==> src/rtl/regfile_wb_scheduler.sv <==
// regfile_wb_scheduler: merges pipeline WB and multicycle results onto the single register-file
// write port, tracks pending long-latency destinations and stalls decode on hazards. Rev 1.0
`default_nettype none

module regfile_wb_scheduler #(
   parameter int DATA_W       = 64,
   parameter int ZERO_REG     = 31,
   parameter int STARVE_LIMIT = 4
) (
   input  logic              clk,
   input  logic              reset,
   input  logic              issue_valid,
   input  logic [4:0]        issue_rs1,
   input  logic [4:0]        issue_rs2,
   input  logic              issue_uses_rs1,
   input  logic              issue_uses_rs2,
   input  logic [4:0]        issue_rd,
   input  logic              issue_writes,
   input  logic              issue_long,
   output logic              stall,
   input  logic              wb_valid,
   input  logic [4:0]        wb_rd,
   input  logic [DATA_W-1:0] wb_data,
   input  logic              mc_valid,
   output logic              mc_ready,
   input  logic [4:0]        mc_rd,
   input  logic [DATA_W-1:0] mc_data,
   output logic              RegWrite,
   output logic [4:0]        WriteRegister,
   output logic [DATA_W-1:0] WriteData,
   output logic [31:0]       busy
);

   localparam logic [4:0] c_ZERO_IDX   = 5'(ZERO_REG);
   localparam logic [3:0] c_LIMIT      = 4'(STARVE_LIMIT);
   localparam logic [0:0] c_RUN        = 1'b0;
   localparam logic [0:0] c_THROTTLE   = 1'b1;

   logic [31:0]       busy_q, busy_d;
   logic              hold_full_q, hold_full_d;
   logic [4:0]        hold_rd_q, hold_rd_d;
   logic [DATA_W-1:0] hold_data_q, hold_data_d;
   logic              wr_en_q, wr_en_d;
   logic [4:0]        wr_rd_q, wr_rd_d;
   logic [DATA_W-1:0] wr_data_q, wr_data_d;
   logic [0:0]        state_q, state_d;
   logic [3:0]        cnt_q, cnt_d;

   logic w_wb_win, w_drain, w_accept, w_hazard, w_throttle, w_issue_set;

   assign w_wb_win = wb_valid && (wb_rd != c_ZERO_IDX);
   assign w_drain  = hold_full_q && !w_wb_win;
   assign w_accept = mc_valid && !hold_full_q;
   assign mc_ready = !hold_full_q;

   // Hazards look only at registered busy; a same-edge clear is not bypassed.
   assign w_hazard = (issue_uses_rs1 && busy_q[issue_rs1]) ||
                     (issue_uses_rs2 && busy_q[issue_rs2]) ||
                     (issue_writes   && busy_q[issue_rd]);
   assign stall       = issue_valid && (w_hazard || w_throttle);
   assign w_issue_set = issue_valid && !stall && issue_writes && issue_long &&
                        (issue_rd != c_ZERO_IDX);

   always_comb begin
      hold_full_d = hold_full_q;
      hold_rd_d   = hold_rd_q;
      hold_data_d = hold_data_q;
      if (w_drain) begin
         hold_full_d = 1'b0;
      end else if (w_accept && (mc_rd != c_ZERO_IDX)) begin
         hold_full_d = 1'b1;
         hold_rd_d   = mc_rd;
         hold_data_d = mc_data;
      end

      wr_en_d   = w_wb_win || w_drain;
      wr_rd_d   = wr_rd_q;
      wr_data_d = wr_data_q;
      if (w_wb_win) begin
         wr_rd_d   = wb_rd;
         wr_data_d = wb_data;
      end else if (w_drain) begin
         wr_rd_d   = hold_rd_q;
         wr_data_d = hold_data_q;
      end

      busy_d = busy_q;
      if (w_drain)
         busy_d[hold_rd_q] = 1'b0;
      if (w_issue_set)
         busy_d[issue_rd] = 1'b1;
   end

   always_comb begin
      state_d = state_q;
      cnt_d   = cnt_q;
      case (state_q)
         c_RUN: begin
            if (hold_full_q && w_wb_win) begin
               cnt_d = cnt_q + 4'd1;
               if (cnt_d == c_LIMIT)
                  state_d = c_THROTTLE;
            end else begin
               cnt_d = 4'd0;
            end
         end
         c_THROTTLE: begin
            if (w_drain) begin
               state_d = c_RUN;
               cnt_d   = 4'd0;
            end
         end
         default: begin
            state_d = c_RUN;
            cnt_d   = 4'd0;
         end
      endcase
   end

   always_comb begin
      w_throttle = (state_q == c_THROTTLE);
   end

   always_ff @(posedge clk or negedge reset) begin
      if (!reset) begin
         busy_q      <= '0;
         hold_full_q <= 1'b0;
         hold_rd_q   <= '0;
         hold_data_q <= '0;
         wr_en_q     <= 1'b0;
         wr_rd_q     <= '0;
         wr_data_q   <= '0;
         state_q     <= c_RUN;
         cnt_q       <= 4'd0;
      end else begin
         busy_q      <= busy_d;
         hold_full_q <= hold_full_d;
         hold_rd_q   <= hold_rd_d;
         hold_data_q <= hold_data_d;
         wr_en_q     <= wr_en_d;
         wr_rd_q     <= wr_rd_d;
         wr_data_q   <= wr_data_d;
         state_q     <= state_d;
         cnt_q       <= cnt_d;
      end
   end

   assign RegWrite      = wr_en_q;
   assign WriteRegister = wr_rd_q;
   assign WriteData     = wr_data_q;
   assign busy          = busy_q;

endmodule

`default_nettype wire

==> config.mk <==
export PLATFORM = sky130hd
export DESIGN_NAME = regfile_wb_scheduler
export DESIGN_NICKNAME = d
export VERILOG_FILES = /design/src/rtl/regfile_wb_scheduler.sv
export SDC_FILE = /design/constraint.sdc
export NUM_CORES = 1
export LEC_CHECK = 0
export ABC_CLOCK_PERIOD_IN_PS = 3300
export CORE_MARGIN = 10
export CORE_UTILIZATION = 40
export CTS_CLUSTER_DIAMETER = 80
export DETAILED_ROUTE_END_ITERATION = 12
export PLACE_DENSITY_LB_ADDON = 0.15
export SKIP_CTS_REPAIR_TIMING = 1
export SLEW_MARGIN = 30
export SYNTH_ARGS = -nofsm -noshare
export SYNTH_HDL_FRONTEND = slang
export SYNTH_SLANG_ARGS = --single-unit
==> constraint.sdc <==
create_clock -name clk -period 3.3 [get_ports clk]
set_input_delay 0.66 -clock clk [delete_from_list [all_inputs] [get_ports clk]]
set_output_delay 0.66 -clock clk [all_outputs]
set_load 0.05 [all_outputs]
==> results of run 1 <==
per-stage QoR:
stage	instance area (sq um)	hold WS [ns]	setup WS [ns]	std cells
final	12460	0.2444	-0.1569	1309
after global routing	12460	0.2977	-0.2055	1309
after CTS	12340	0.2818	-0.5855	1301
after detailed placement	11750	0.4728	-0.5694	1269
after global placement	11750	0.4701	-0.5537	1269
after floorplan	8476	0.3644	0.05801	729
layout make-up:
type,count,area [sq um]
Multi-Input combinational cell,492,3824
Tap cell,275,344.1
Fill cell,1807,8492
Clock inverter,14,165.2
Timing Repair Buffer,329,3252
Inverter,4,15.01
Sequential cell,177,4434
Clock buffer,18,429.2
where the power goes:
part	internal [mW]	total, mW	switching [mW]
clock network	1.14	2.07	0.930
logic	1.05	2.41	1.36
registers	2.57	2.90	0.328
cells in the final DEF (no fill, tap or decap), drive strengths merged, types with 2 or more instances in the layout:
cell	n
nand3	7
nand2b	4
nor2	9
nand4	33
mux2i	76
nor3	4
nand3b	4
and3	3
a21oi	7
nand2	77
a31oi	2
buf	67
a22oi	2
inv	12
a222oi	2
dlymetal6s2s	7
bufinv	2
o21a	3
and3b	4
o22a	2
clkdlybuf4s50	255
mux4	17
clkinvlp	3
o21ai	129
dfrtp	177
nor4b	2
nor3b	6
clkbuf	18
mux2	81
or3	3
logic make-up after synthesis:
logic type / Yosys count
muxes: 174
AOI/OAI and AO/OA: 158
and+or+nand+nor: 159
DFF: 177
buffers and inverters: 60
adders and majority gates: 1
per-layer routing:
layer	up-vias	wire length, um
met5	-	0
met3	31	2806
met1	3414	11020
li1	3264	-
met2	281	13400
met4	0	463
worst register-to-register path: stages, from the launching register on:
cell	delay (ns)
dfrtp_1	0.49
mux2_2	0.30
a222oi_1	0.39
nand3_1	0.13
a221o_1	0.36
a32o_2	0.25
buf_4	0.13
buf_4	0.23
o21ai_1	0.21
flip-flops by register name, indices dropped and copies added, names as in the netlist:
signal         flops
RegWrite           1
WriteData         64
WriteRegister      5
busy              32
cnt_q              4
hold_data_q       64
hold_full_q        1
hold_rd_q          5
state_q            1
final timing paths:
path | to | slack [ns] | start | depth (start not counted)
worst min register to register | cnt_q[3]$_DFFE_PN0P_ | 0.48 | cnt_q[3]$_DFFE_PN0P_ | 1
worst max-delay path | stall | -0.16 | issue_rd[1] | 10
worst min-delay path | hold_data_q[59]$_DFFE_PN0P_ | 0.24 | reset | 1
worst max register to register | busy[4]$_DFF_PN0_ | 0.73 | busy[24]$_DFF_PN0_ | 8
min in group clk | cnt_q[3]$_DFFE_PN0P_ | 0.48 | cnt_q[3]$_DFFE_PN0P_ | 1
max in group asynchronous | WriteData[18]$_DFFE_PN0P_ | 2.11 | reset | 2
==> impl_metrics.json, run 1 <==
{
  "drc": 0,
  "ios": 266,
  "path_delay_family": "compound AO/OA/AOI/OAI gates",
  "tns_ns": -0.1569,
  "synthToLayoutAreaGrowth_pct": 47.05,
  "use_met2_pct": 32.50,
  "cts_tree": "done",
  "synthTopCellsByArea": "dfrtp_1 52%, mux2_2 9.7%, mux2i_1 9.0%",
  "antenna_found_initial": 0,
  "min_period_over_period_pct": 104.8,
  "num_rows": 53,
  "fin_ws_ns": -0.1569,
  "first_global_vias": 7117,
  "synthAdderAreaFrac_pct": 0.1476,
  "clk_pin_slew_worst_paths_ns": 0.07,
  "ys_seq_area_share_pct": 52.26,
  "fin_nets": 1184,
  "synth_area_sq_um": 8476,
  "critPathKind": "input port to output pin",
  "slew_viol_final": 0,
  "synth_compound_area_share_pct": 10.38,
  "crit_buf_inv": 4,
  "port_buffers": 265,
  "cts_buffers": 17,
  "synth_top_area_share_pct": 52.26,
  "synthArstFlopShare_pct": 100.0,
  "cts_sinks": 177,
  "maxSlewHeadroom_pct": 35.38,
  "crit_required_ns": 2.64,
  "setup_violations": 1,
  "diodes": 0,
  "vias": 6990,
  "place.detailed.hpwl_mm": 20.21,
  "fmax_mhz": 289.3,
  "yosysMostFrequentCell": "dfrtp_1",
  "gr-usage-met3_pct": 7.784,
  "cts.path.max_buffers": 2,
  "power_mw": 7.378,
  "status": "finished with violations",
  "critPathMaxStageDelay_ns": 0.37,
  "ys_ff_latch": 177,
  "crit_top_cell": "buf_6",
  "cp_max_fo": 6,
  "htreeDepth": 4,
  "avgSynthCellArea_sq_um": 11.63,
  "start_util_pct": 40.45,
  "cp_slowest_cell": "a222oi_1",
  "dieWidth_um": 165.6,
  "synthXorXnorAreaFrac_pct": 0,
  "grt_max_degree": 107,
  "worstMarginPinSlew_ns": 0.9693,
  "worstPathCellList": "buf_6 -> buf_6 -> buf_6 -> mux2_4 -> a222oi_1 -> nand3_1 -> a221o_1 -> a32o_2 -> o31a_1 -> buf_6",
  "cellPowerDensity_nw_per_um2": 592.0,
  "grt_util_met1_pct": 23.55,
  "dieHeight_um": 165.6,
  "final_antenna_net_count": 0,
  "synthSimpleGateAreaFrac_pct": 9.507,
  "rsz0062_at_grt": "true",
  "netlist.top_cell.by_area": "dfrtp_1",
  "max_cap_violations": 0,
  "arrival_ns": 2.80,
  "track_usage_pct": 19.69,
  "dr.pass1.iters": 5,
  "die-area_sq_um": 27410,
  "gp_congestion": 0.9168,
  "end_kind": "output pin",
  "yosys-top-cells-count": "177 x dfrtp_1, 98 x o21ai_0, 77 x nand2_1",
  "top_usage_layer": "met2",
  "min_period_ns": 3.457,
  "synth_edf_count": 0,
  "synthCells": 729,
  "viasPerCell": 5.340,
  "synth.net_count": 892,
  "core_sq_um": 20960,
  "synthMuxAreaShare_pct": 24.56,
  "drt_iter0_markers": 450,
  "grt_pass1_wl_mm": 41.73,
  "hold_viol": 0,
  "gr-total-overflow": 0,
  "wirelength_mm": 27.69,
  "skew_ns": 0.01447,
  "drive_gt1_share_pct": 19.34,
  "synth_top_family_by_area": "multiplexers",
  "synth_cell_types": 48,
  "startpoint_type": "input port",
  "yosysWarnings": 0,
  "synth_flop_cell": "dfrtp_1",
  "clk_latency_ns": 0.42,
  "hold_class": "input port to async pin",
  "cts-root-buf": "clkbuf_16",
  "violations": "negative setup slack",
  "vdd_drop_max_uv": 352.5,
  "wl_per_cell_um": 21.16,
  "p_leak_nw": 5.308,
  "final_util_pct": 59.48
}
(Power assumes the default switching activity.)
==> inputs of run 2 (changes only) <==
Settings changed: CORE_MARGIN 10 to 5, PLACE_DENSITY set to 0.7, PLACE_DENSITY_LB_ADDON 0.15 to not set.
==> run 2 against run 1 <==
  * The flow still finishes with violations (negative setup slack)
  * Largest cell class unchanged
  * Highest routed layer is now met5
  * First-iteration DRC count rose by 16%
  * Worst setup slack improved by 0.098 ns
  * Hold slack got worse by 0.019 ns
  * Wire length fell by 4.4%
  * Sequential power barely moved
  * Critical path depth fell by 1
  * Fmax rose by 2.9%
  * Combinational power barely moved
==> impl_metrics.json, run 2 (synthesis results as in run 1) <==
{
  "swShare_pct": 34.80,
  "final_antenna_net_count": 0,
  "setup_violations": 1,
  "final_util_pct": 58.82,
  "place.detailed.hpwl_mm": 19.07,
  "cts_tree": "done",
  "p_switching_mw": 2.566,
  "rsz0062_at_grt": "true",
  "grt_pass1_wl_mm": 41.63,
  "arrival_ns": 2.70,
  "cts.path.max_buffers": 2,
  "cts_buffers": 17,
  "power_mw": 7.371,
  "slew_viol_final": 0,
  "vias": 7026,
  "crit_start": "issue_rd[1]",
  "ios": 266,
  "cts_sinks": 177,
  "clk_latency_ns": 0.43,
  "skew_ns": 0.009880,
  "first_global_vias": 7273,
  "dieWidth_um": 155.6,
  "hold_viol": 0,
  "dp.cells": 1258,
  "min_period_ns": 3.359,
  "fin_cells": 1292,
  "end_kind": "output pin",
  "seqPwrFrac_pct": 39.3,
  "hold_class": "input port to async pin",
  "max_cap_violations": 0,
  "fin_nets": 1167,
  "port_buffers": 265,
  "track_usage_pct": 21.95,
  "violations": "negative setup slack",
  "status": "finished with violations",
  "start_util_pct": 40.45,
  "core_sq_um": 20960,
  "postPlaceCellArea_sq_um": 11650,
  "antenna_found_initial": 2,
  "internal_power_mw": 4.806,
  "drc": 0,
  "num_rows": 53,
  "p_clk_share_pct": 28.4,
  "worstMarginPinSlew_ns": 0.9256,
  "dieHeight_um": 155.6,
  "tns_ns": -0.05931,
  "cellPowerDensity_nw_per_um2": 598.1,
  "maxSlewHeadroom_pct": 38.29,
  "grt_max_degree": 129,
  "drt_iter0_markers": 524,
  "crit_required_ns": 2.64,
  "layout_common_cells": "255 x clkdlybuf4s50_1, 171 x dfrtp_1, 98 x o21ai_0",
  "rr_startpoint": "busy[29]$_DFF_PN0_",
  "vdd_drop_max_uv": 392.3,
  "fmax_mhz": 297.7,
  "cp_max_fo": 4,
  "critPathKind": "input port to output pin",
  "die-area_sq_um": 24200,
  "dr.pass1.iters": 5,
  "synthToLayoutAreaGrowth_pct": 45.42,
  "wl_per_cell_um": 20.50,
  "cts-root-buf": "clkbuf_16",
  "gp_congestion": 0.9920,
  "combPwrFrac_pct": 32.3,
  "fin_ws_ns": -0.05931,
  "viasPerCell": 5.438,
  "diodes": 0,
  "finalInstanceArea_sq_um": 12330,
  "final_common_cell": "clkdlybuf4s50_1",
  "drive_gt1_share_pct": 17.90,
  "wirelength_mm": 26.49,
  "clk_pin_slew_worst_paths_ns": 0.07,
  "startpoint_type": "input port",
  "holdWs_ns": 0.2256,
  "fill_cells": 1788,
  "htreeDepth": 4,
  "min_period_over_period_pct": 101.8,
  "pre_cts_ws_ns": -0.5607,
  "p_leak_nw": 5.228,
  "gr-total-overflow": 0
}
-- run 2: area by class of cell --
type                    count  area (sq um)  area share (%)
repair buffers            312          3089           25.06
clock buffers              19         432.9           3.512
multi-input cells         492          3827           31.05
clock inverters            13         177.7           1.441
well taps                 275         344.1           2.792
flip-flops and latches    177          4439           36.02
inverters                   4         15.01          0.1218
-- run 2: worst paths after layout --
kind,endpoint,slack [ns],cells past startpoint
min in group clk,cnt_q[3]$_DFFE_PN0P_,0.50,1
worst min register to register,cnt_q[3]$_DFFE_PN0P_,0.50,1
max in group asynchronous,WriteData[10]$_DFFE_PN0P_,2.20,2
worst max register to register,busy[26]$_DFF_PN0_,0.82,8
worst min-delay path,WriteData[0]$_DFFE_PN0P_,0.23,1
worst max-delay path,stall,-0.06,9
-- run 2: metal layers --
| metal | global-route usage [%] | vias up | wire (um) | share of wire, % |
|---|---|---|---|---|
| li1 | - | 3224 | - | - |
| met1 | 27.39 | 3447 | 10300 | 39 |
| met2 | 35.20 | 315 | 12630 | 48 |
| met3 | 10.35 | 36 | 3247 | 12 |
| met4 | 4.627 | 4 | 274 | 1.0 |
| met5 | 0 | - | 34 | 0.13 |
-- run 2: worst max-delay path, stage by stage --
cell and delay [ns]:
buf_6 0.10, buf_6 0.12, mux2_4 0.29, a222oi_1 0.34, nand4_1 0.13, a221o_1 0.39
a32o_2 0.25, o31a_1 0.26, buf_6 0.16
-- run 2: power groups by stage --
stage	clock network (mW)	logic (mW)	registers [mW]
finish	2.10	2.38	2.89
CTS	2.15	2.39	2.89
global placement	0	2.36	2.92
floorplan	0	0.823	3.49
global route	2.25	2.54	2.95
detailed placement	0	2.38	2.93
